$ cat src/rtl/sm_addsub_pipe.sv
// Two-stage sign-magnitude add/sub/accumulate pipe with saturation; latency 2, 1 op/cycle.
// Valid/ready on both sides: S1 stalls only when S2 holds an unconsumed result.
module sm_addsub_pipe #(
  parameter int WIDTH = 8
) (
  input  logic             clk,
  input  logic             rst_n,
  input  logic             in_valid,
  output logic             in_ready,
  input  logic [1:0]       in_op,
  input  logic [WIDTH-1:0] in_a,
  input  logic [WIDTH-1:0] in_b,
  output logic             out_valid,
  input  logic             out_ready,
  output logic [WIDTH-1:0] out_res,
  output logic             out_ovf,
  output logic [WIDTH-1:0] acc_val
);

  localparam int MW = WIDTH - 1;
  localparam logic [MW-1:0] MAXMAG = '1;

  typedef enum logic [1:0] {
    OP_ADD = 2'b00,
    OP_SUB = 2'b01,
    OP_ACC = 2'b10,
    OP_CLR = 2'b11
  } op_e;

  typedef struct packed {
    op_e              op;
    logic [WIDTH-1:0] a;
    logic [WIDTH-1:0] b;
  } s1_t;

  s1_t              s1_dat;
  logic             s1_valid;
  logic             s2_valid;
  logic [WIDTH-1:0] acc_q;

  logic             s2_adv;
  logic             s1_adv;
  logic             accept;

  // Datapath signals between S1 and S2
  logic [WIDTH-1:0] y_word;
  logic [MW-1:0]    x_mag;
  logic [MW-1:0]    y_mag;
  logic             x_sgn;
  logic             y_sgn;
  logic [MW:0]      mag_sum;
  logic [MW-1:0]    res_mag;
  logic             res_sgn;
  logic             res_ovf;
  logic [WIDTH-1:0] res_word;
  logic             acc_wr;

  assign s2_adv   = !s2_valid || out_ready;
  assign s1_adv   = s1_valid && s2_adv;
  assign in_ready = rst_n && (!s1_valid || s2_adv);
  assign accept   = in_valid && in_ready;

  assign out_valid = s2_valid;
  assign acc_val   = acc_q;

  // Second operand: SUB flips B's sign, ACC reads the live accumulator so
  // back-to-back ACCs see the value written on the previous edge.
  always_comb begin
    y_word = '0;
    case (s1_dat.op)
      OP_ADD:  y_word = s1_dat.b;
      OP_SUB:  y_word = {~s1_dat.b[WIDTH-1], s1_dat.b[MW-1:0]};
      OP_ACC:  y_word = acc_q;
      default: y_word = '0;
    endcase
  end

  // -0 on either input is folded to +0 before the sign comparison.
  always_comb begin
    x_mag = s1_dat.a[MW-1:0];
    y_mag = y_word[MW-1:0];
    x_sgn = s1_dat.a[WIDTH-1] && (x_mag != '0);
    y_sgn = y_word[WIDTH-1] && (y_mag != '0);
  end

  always_comb begin
    mag_sum = {1'b0, x_mag} + {1'b0, y_mag};
    res_mag = '0;
    res_sgn = 1'b0;
    res_ovf = 1'b0;
    if (x_sgn == y_sgn) begin
      res_sgn = x_sgn;
      // Sum of two MW-bit magnitudes exceeds MAXMAG exactly when it carries out.
      if (mag_sum[MW]) begin
        res_mag = MAXMAG;
        res_ovf = 1'b1;
      end else begin
        res_mag = mag_sum[MW-1:0];
      end
    end else if (x_mag >= y_mag) begin
      res_mag = x_mag - y_mag;
      res_sgn = x_sgn;
    end else begin
      res_mag = y_mag - x_mag;
      res_sgn = y_sgn;
    end

    if (s1_dat.op == OP_CLR) begin
      res_mag = '0;
      res_sgn = 1'b0;
      res_ovf = 1'b0;
    end

    res_word = {res_sgn && (res_mag != '0), res_mag};
    acc_wr   = s1_adv && ((s1_dat.op == OP_ACC) || (s1_dat.op == OP_CLR));
  end

  always_ff @(posedge clk) begin
    if (!rst_n) begin
      s1_valid <= 1'b0;
      s1_dat   <= '0;
      s2_valid <= 1'b0;
      out_res  <= '0;
      out_ovf  <= 1'b0;
      acc_q    <= '0;
    end else begin
      if (accept) begin
        s1_valid  <= 1'b1;
        s1_dat.op <= op_e'(in_op);
        s1_dat.a  <= in_a;
        s1_dat.b  <= in_b;
      end else if (s1_adv) begin
        s1_valid <= 1'b0;
      end

      if (s1_adv) begin
        s2_valid <= 1'b1;
        out_res  <= res_word;
        out_ovf  <= res_ovf;
      end else if (out_ready) begin
        s2_valid <= 1'b0;
      end

      if (acc_wr) begin
        acc_q <= res_word;
      end
    end
  end

endmodule

$ cat config.mk
export PLATFORM = sky130hd
export DESIGN_NAME = sm_addsub_pipe
export DESIGN_NICKNAME = d
export VERILOG_FILES = /design/src/rtl/sm_addsub_pipe.sv
export SDC_FILE = /design/constraint.sdc
export NUM_CORES = 1
export LEC_CHECK = 0
export CAP_MARGIN = 20
export CORE_MARGIN = 1.5
export CORE_UTILIZATION = 54
export DETAILED_ROUTE_END_ITERATION = 10
export MAX_ROUTING_LAYER = met4
export PLACE_DENSITY = 0.8
export SKIP_CTS_REPAIR_TIMING = 1
export SKIP_LAST_GASP = 1
export SLEW_MARGIN = 30
export SYNTH_ARGS = -nofsm -noshare
export SYNTH_HDL_FRONTEND = slang
export SYNTH_SLANG_ARGS = --single-unit
$ cat constraint.sdc
create_clock -name clk -period 4.9 [get_ports clk]
set_input_delay 0.98 -clock clk [delete_from_list [all_inputs] [get_ports clk]]
set_output_delay 0.98 -clock clk [all_outputs]
set_load 0.05 [all_outputs]
==> metrics list, run 1 <==
- Kind of end point of the critical path: register
* Reg2reg setup slack: 0.61 ns
- From synthesis to final layout, the design area changed by 18.5%.
- Count of mapped cells out of synthesis: 337
* RePlAce Congestion: 0.952
* Via count: 2,472
* Worst path arrival time: 4.45 ns
- Routed wire length per instance: 15.1 µm
- Biggest cell delay along the critical path: 0.73 ns
- Buffers placed on the I/O ports in this run total 40.
- The post-route netlist has 6.74% of its cells at a drive strength greater than 1.
* Outcome: finished clean
- In this run the number of H-tree levels came out at 2.
- Number of nets in the synthesized netlist: 383
* Overflow left after global routing: 0
- Total die area: 5260 µm²
* Router iterations before antenna repair: 5
- Critical path cell sequence: nor2b_1, nand2_1, o21a_1, ha_1, a21oi_1, o41a_1, inv_1, nor2_1, mux2_2, a311oi_1, a31oi_1, a211oi_1, a21oi_1
- At the end of the flow, the number of nets in the layout was 417.
* Average size of a mapped cell: 7.75 µm²
- Number of warnings printed during yosys synthesis: 0
- In this run, the combinational gates consume 38.3% of the power.
- Wires add up to 6.42 mm.
- The filler cells instantiated in the layout total 409.
- # IOs: 41
- On the critical path the largest part of the delay comes from compound AO/OA/AOI/OAI gates.
- The max-slew violation count came to 0.
- Portion of the post-synthesis area used by sequential elements: 28.4%
- Core Footprint: 4690 µm²
- Power spread over the standard cell area amounts to 293 nW/µm².
* Leading post-synthesis cells by cell area: dfxtp_1 28%, ha_1 10%, nand2_1 9.8%
* Number of synthesized flops with an enable pin: 0
* Number of global-route vias before repair: 2,300
- TritonCTS built the clock tree.
* Final period demand of the worst path: 4.29 ns
* Final number of hold-violating endpoints: 0
* Critical path data required time: 5.06 ns
- The worst setup path is launched from a register.
- In this run the tightest slew margin relative to its limit is 52.3%.
* Antenna violations before repair: 0
- After synthesis, the largest area contributor takes up 28.4% of total cell area.
- The clock reaches the later pin of the worst-skew pair after 0.29 ns.
* Setup Skew: 0.0109 ns
- Tracing the worst setup path back leads to its startpoint at s1_dat[17].
* Diode count: 0
* Reg-to-reg critical path startpoint: s1_dat[17]
- Die X-Extent: 72.5 µm
- In this run, the clock network consumes 23.8% of the power.
- Share of flip-flops with an asynchronous set or reset: 0%
- In the routed design, unresolved DRC markers number 0.
- Worst Min Path Start: out_res[3]
- Final Total Pwr: 0.905 mW
- In this run the clock root is driven by a clkbuf_8.
- Height of the chip: 72.5 µm
- On the critical path, the stage with the largest delay is an instance of dfxtp_1.
* Crit path buffers/inverters: 1
* CTS Sinks: 37
- At the pin with the least slew margin, the transition time is 0.714 ns.
* Worst Hold Class: reg -> reg
- After legalization and detailed placement, the total HPWL measured 5.02 mm.
- Internal cell power: 0.573 mW
* Global Route Usage Sum: 26.6%
* Most frequently used cell type in the post-synthesis netlist: nand2_1
- Net switching is 36.7% of the power.
* Via count normalized by instance count: 5.82
- The worst setup path is of the reg -> reg kind.
* Number of unique standard cell types used by synthesis: 55
- The synthesized netlist occupies a cell area of 2610 µm².
- The critical path runs through a total of 13 cells.
* Endpoint of the most critical register-to-register path: out_res[7]
- Most prevalent standard cell on the critical path: a21oi_1
- Synth cell count leaders: 68 x nand2_1, 37 x dfxtp_1, 32 x inv_1, 26 x nand3_1, 21 x ha_1
- The largest total area in the synthesized netlist belongs to dfxtp_1.
* Total Neg Setup Slack: 0 ns
- Standard-cell rows: 25
- Share of the clock period used by the worst path after layout: 87.6%
* Unrepaired setup endpoints after global routing: false
- In this run, flip-flops and latches consume 37.8% of the power.
* Worst hold slack after final layout: 0.464 ns
* Switching Power: 0.332 mW
* First-pass GRT wire length: 10.7 mm
- The detailed router finished its first iteration with 234 violations.
- Entering global routing, the biggest net connects 39 pins.
- Counting flops and latches in the post-synthesis netlist gives 37.
* Max Freq: 0.233 GHz
- Measured in cells, the most critical reg-to-reg path has a length of 13.
- Setup violations remaining at the end of the flow were counted as 0.
* Worst voltage drop across the vdd grid: 0.229 mV
- Cells fill 65.9% of the core in the end.
- P_leak: 1.33 nW
- Worst Setup EP: out_res[7]
* Maxcap violations: 0
* Clk buf depth: 2
* Primary flip-flop cell chosen by synthesis mapping: dfxtp_1
* TritonCTS Buffers: 5
* Critical path peak fanout: 22
- Starting Density: 55.7%
- After clock tree synthesis, the clock-pin slew on the worst setup and hold paths is 0.07 ns.
* Final ANT Viol Nets: 0
cells in the final DEF (no fill, tap or decap), types with 8 or more instances in the layout:
| cell type | n |
|---|---|
| a21oi_1 | 17 |
| and2_1 | 8 |
| clkdlybuf4s50_1 | 40 |
| dfxtp_1 | 37 |
| ha_1 | 21 |
| inv_1 | 32 |
| nand2_1 | 68 |
| nand3_1 | 26 |
| nor2_1 | 10 |
| nor2b_1 | 8 |
| o21a_1 | 12 |
| o21ai_0 | 16 |
worst min path at each step:
stage / cells past startpoint / slack, ns / to
detailed placement: 2 / 0.45 / out_res[2]
CTS: 2 / 0.47 / out_res[3]
global route: 2 / 0.49 / out_res[3]
finish: 2 / 0.46 / out_res[3]
global placement: 2 / 0.44 / out_res[2]
floorplan: 2 / 0.43 / s1_dat[2]
kinds of logic (layout without fill, tap and decap cells):
group                    count (synthesis)  after routing  synth area share (%)
AO/OA/AOI/OAI                           86             86                  23.6
XOR/XNOR                                 5              5                  1.96
adder cells (fa/ha/maj)                 24             24                  12.4
buffers and inverters                   46             80                  7.76
flip-flops                              37             37                  28.4
multiplexers                             6              6                  2.44
AND/OR/NAND/NOR                        133            133                  23.5
power by group through the flow:
stage	registers [mW]	clock network, mW	logic, mW
floorplan	0.371	0	0.228
global route	0.346	0.235	0.373
finish	0.342	0.216	0.347
global placement	0.349	0	0.336
CTS	0.342	0.220	0.339
detailed placement	0.349	0	0.338
tightest hold or removal path, stage by stage (launching register included):
cell      delay, ns
dfxtp_1        0.31
nand2_1        0.04
a21boi_0       0.06
sequential cells by signal, indices dropped and copies added (netlist names):
signal,cells
acc_val,8
out_ovf,1
out_res,8
out_valid,1
s1_dat,18
s1_valid,1
stage by stage:
step / setup slack, ns / std cells / instance area, µm²
final: 0.606 / 425 / 3090
after global routing: 0.339 / 425 / 3090
after CTS: 0.690 / 425 / 3090
after detailed placement: 0.715 / 418 / 3000
after global placement: 0.903 / 418 / 3000
after floorplan: 1.45 / 337 / 2610
final cells by class:
cell class / count / area [µm²] / share of cell area [%]
clock buffer: 6 / 82.6 / 2.67
clock inverter: 1 / 7.51 / 0.243
inverter: 32 / 120 / 3.88
multi-input combinational: 254 / 1670 / 53.9
sequential: 37 / 741 / 23.9
tap: 54 / 67.6 / 2.18
timing repair buffer: 41 / 408 / 13.2
layer usage:
layer	up-vias	wire (µm)	GRT usage [%]	part of all wire, %
li1	1218	-	-	-
met1	1143	2980	35.4	46
met2	97	2980	41.3	46
met3	14	346	5.00	5.4
met4	0	106	7.55	1.7
met5	-	0	-	0
No activity file was read; power rests on OpenSTA's default activity.
==> run 2: changes to the inputs <==
SKIP_LAST_GASP = default   (was 1)
==> results of run 2 <==
No change in the layout: final DEF, timing and power equal those of run 1.
==> run 3: changes to the inputs <==
==> constraint.sdc (replaced) <==
create_clock -name clk -period 4.9 [get_ports clk]
set_input_delay 0.49 -clock clk [delete_from_list [all_inputs] [get_ports clk]]
set_output_delay 0.49 -clock clk [all_outputs]
set_load 0.05 [all_outputs]
==> metrics list, run 3 (same netlist as run 1, synthesis figures left out) <==
- Outcome: finished clean
- Footprint of the multi-input gates: 1670 µm² (unchanged)
- The setup TNS is 0 ns (unchanged).
- Via count: 2,443 (-1.2%)
* Antenna violations before repair: 0 (unchanged)
- Total die area: 5260 µm² (unchanged)
* Routed wire length per instance: 15.0 µm (-0.86%)
* Via count normalized by instance count: 5.73 (-1.4%)
- # IOs: 41 (unchanged)
- The largest vdd supply drop was 0.176 mV (-23%).
- The post-route minimum period is 4.23 ns (-0.0631 ns).
* Worst Setup EP: acc_val[7]
- The count of cells along the worst register-to-register path came to 13 (unchanged).
- Cell area reported after detailed placement: 3000 µm² (unchanged)
- Unrepaired setup endpoints after global routing: false
* Path type of the worst setup path: reg -> reg
- The fraction of final layout cells with drive strength greater than 1 came to 6.99% (+0.25 points).
- Walking the worst path, the cells encountered are nor2b_1, nand2_1, o21a_1, inv_1, ha_1, a21oi_1, a31oi_1, nor2_1, mux2_2, a311oi_1, a31oi_1, a211oi_1, a21oi_1.
* Post-Route Utilization: 66.1% (+0.13 points)
* CTS Sinks: 37 (unchanged)
- Port Buffer Count: 40 (unchanged)
* Diode count: 0 (unchanged)
- The effective utilization at floorplan came to 55.7% (unchanged).
- Setup violators final: 0 (unchanged)
* Total number of H-tree levels: 2 (unchanged)
- Reg clk slew, reported paths: 0.08 ns (about the same)
* P_leak: 1.34 nW (+0.59%)
- The clock skew was 0.0108 ns (-0.000106 ns).
- The slew of the pin with the lowest slew margin was 0.724 ns (+0.00943 ns).
- The floorplan row count is 25 (unchanged).
- The post-detailed-route count of antenna-violating nets is 0 (unchanged).
- The number of nets in the layout is 417 (unchanged).
- The number of flip-flops under the largest register name came to 18 (unchanged).
* Critical path peak fanout: 22 (unchanged)
- The maximum clock path buffer count is 2 (unchanged).
- Tracing the worst setup path back leads to its startpoint at s1_dat[17].
- Leaving out fill and tap cells, the most frequent cell in the layout is nand2_1.
* Worst Setup Start Kind: register
- The worst-skew pair later-pin latency is 0.30 ns (about the same).
- Combined flip-flop and latch cell area: 741 µm² (unchanged)
* HPWL after DPL: 4.93 mm (-1.7%)
- Area growth from synthesis to final layout: 18.7%
- TritonCTS built the clock tree.
- The final worst setup slack came to 0.670 ns (+0.0631 ns).
* Finished Cell Area: 3100 µm² (+0.20%)
- The width of the die came to 72.5 µm (unchanged).
* Worst hold slack after final layout: 0.461 ns (-0.00290 ns)
* Reg-to-reg critical path startpoint: s1_dat[17]
* Biggest cell delay along the critical path: 0.75 ns (+0.02 ns)
- The relative slew slack was 51.7% (-0.63 points).
* Core Footprint: 4690 µm² (unchanged)
* Share of the clock period used by the worst path after layout: 86.3% (-1.3 points)
* RePlAce Congestion: 0.916 (-3.8%)
- Worst-path cell with the longest stage delay: dfxtp_1
- The combined global-route utilization of all metal layers is 26.6% (about the same).
* Router iterations before antenna repair: 4 (-1)
* Total routed wirelength: 6.38 mm (-0.62%)
* Max-slew violation total from the final report: 0 (unchanged)
- The power per standard cell area is 294 nW/µm² (+0.55%).
- The largest net degree at the start of global routing was 40 (+2.6%).
* Placement Setup Slack: 0.778 ns (+0.0638 ns)
- The final-layout fill cell count was 427 (+4.4%).
- The die boundary height came to 72.5 µm (unchanged).
- First-pass GRT wire length: 10.6 mm (-1.2%)
* Overflow left after global routing: 0 (unchanged)
- The critical path data arrival time came to 4.40 ns (-0.05 ns).
* Maxcap violations: 0 (unchanged)
- The register with the most flip-flops in the final layout is s1_dat.
- The slack of the worst reg-to-reg path came to 0.67 ns (+0.06 ns).
* Worst Hold Class: reg -> reg
* Kind of end point of the critical path: register
* Post-detailed-route DRC marker count: 0 (unchanged)
* Number of global-route vias before repair: 2,253 (-2.0%)
- The required time reported for the critical path endpoint was 5.07 ns (about the same).
* Most frequent cells in the layout: 68 x nand2_1, 40 x clkdlybuf4s50_1, 37 x dfxtp_1, 32 x inv_1, 26 x nand3_1
* TritonCTS Buffers: 5 (unchanged)
- Endpoint of the most critical register-to-register path: acc_val[7]
* Final number of hold-violating endpoints: 0 (unchanged)
- The peak clock frequency supported by timing is 0.236 GHz (+1.5%).
* Clock Root Buffer: clkbuf_8
- The initial detailed-routing violation count is 204 (-13%).
-- run 3: cell type report --
cell class,count,share of cell area [%]
Inverter,32,3.87
Sequential cell,37,23.9
Clock inverter,2,0.444
Tap cell,54,2.18
Timing Repair Buffer,41,13.2
Multi-Input combinational cell,254,53.8
Clock buffer,6,2.66
-- run 3: how the worst min path moves through the flow --
stage | startpoint | end | depth (start not counted)
6_report | out_res[2] | out_res[2] | 2
5_1_grt | s1_dat[2] | s1_dat[2] | 2
4_1_cts | s1_dat[2] | s1_dat[2] | 2
3_5_place_dp | s1_dat[2] | s1_dat[2] | 2
3_3_place_gp | out_res[2] | out_res[2] | 2
2_1_floorplan | s1_dat[2] | s1_dat[2] | 2
-- run 3: power by group --
group          total [mW]  leakage, nW  switching [mW]  internal (mW)
Sequential          0.343        0.304          0.0224          0.320
Clock               0.227       0.0512           0.113          0.114
Combinational       0.343        0.983           0.202          0.141
Total               0.912         1.34           0.337          0.575
-- run 3: metrics by stage --
step                instances  power, mW
finish                    426      0.912
global route              426      0.962
CTS                       426      0.913
detailed placement        418      0.686
global placement          418      0.684
floorplan                 337      0.599
-- run 3: worst max-delay path: cells and delay by family (launching register included) --
family          cells  cell delay [ns]
compound gates      7             1.64
buf+inv             1             0.10
flops               1             0.75
fa+ha+maj           1             0.32
simple gates        3             0.91
mux                 1             0.39
-- run 3: per-layer routing --
metal | GRT usage, % | vias to the layer above | wire, µm
li1 | - | 1224 | -
met1 | 34.2 | 1141 | 3040
met2 | 43.0 | 70 | 3020
met3 | 4.17 | 8 | 217
met4 | 8.18 | 0 | 100
met5 | - | - | 0
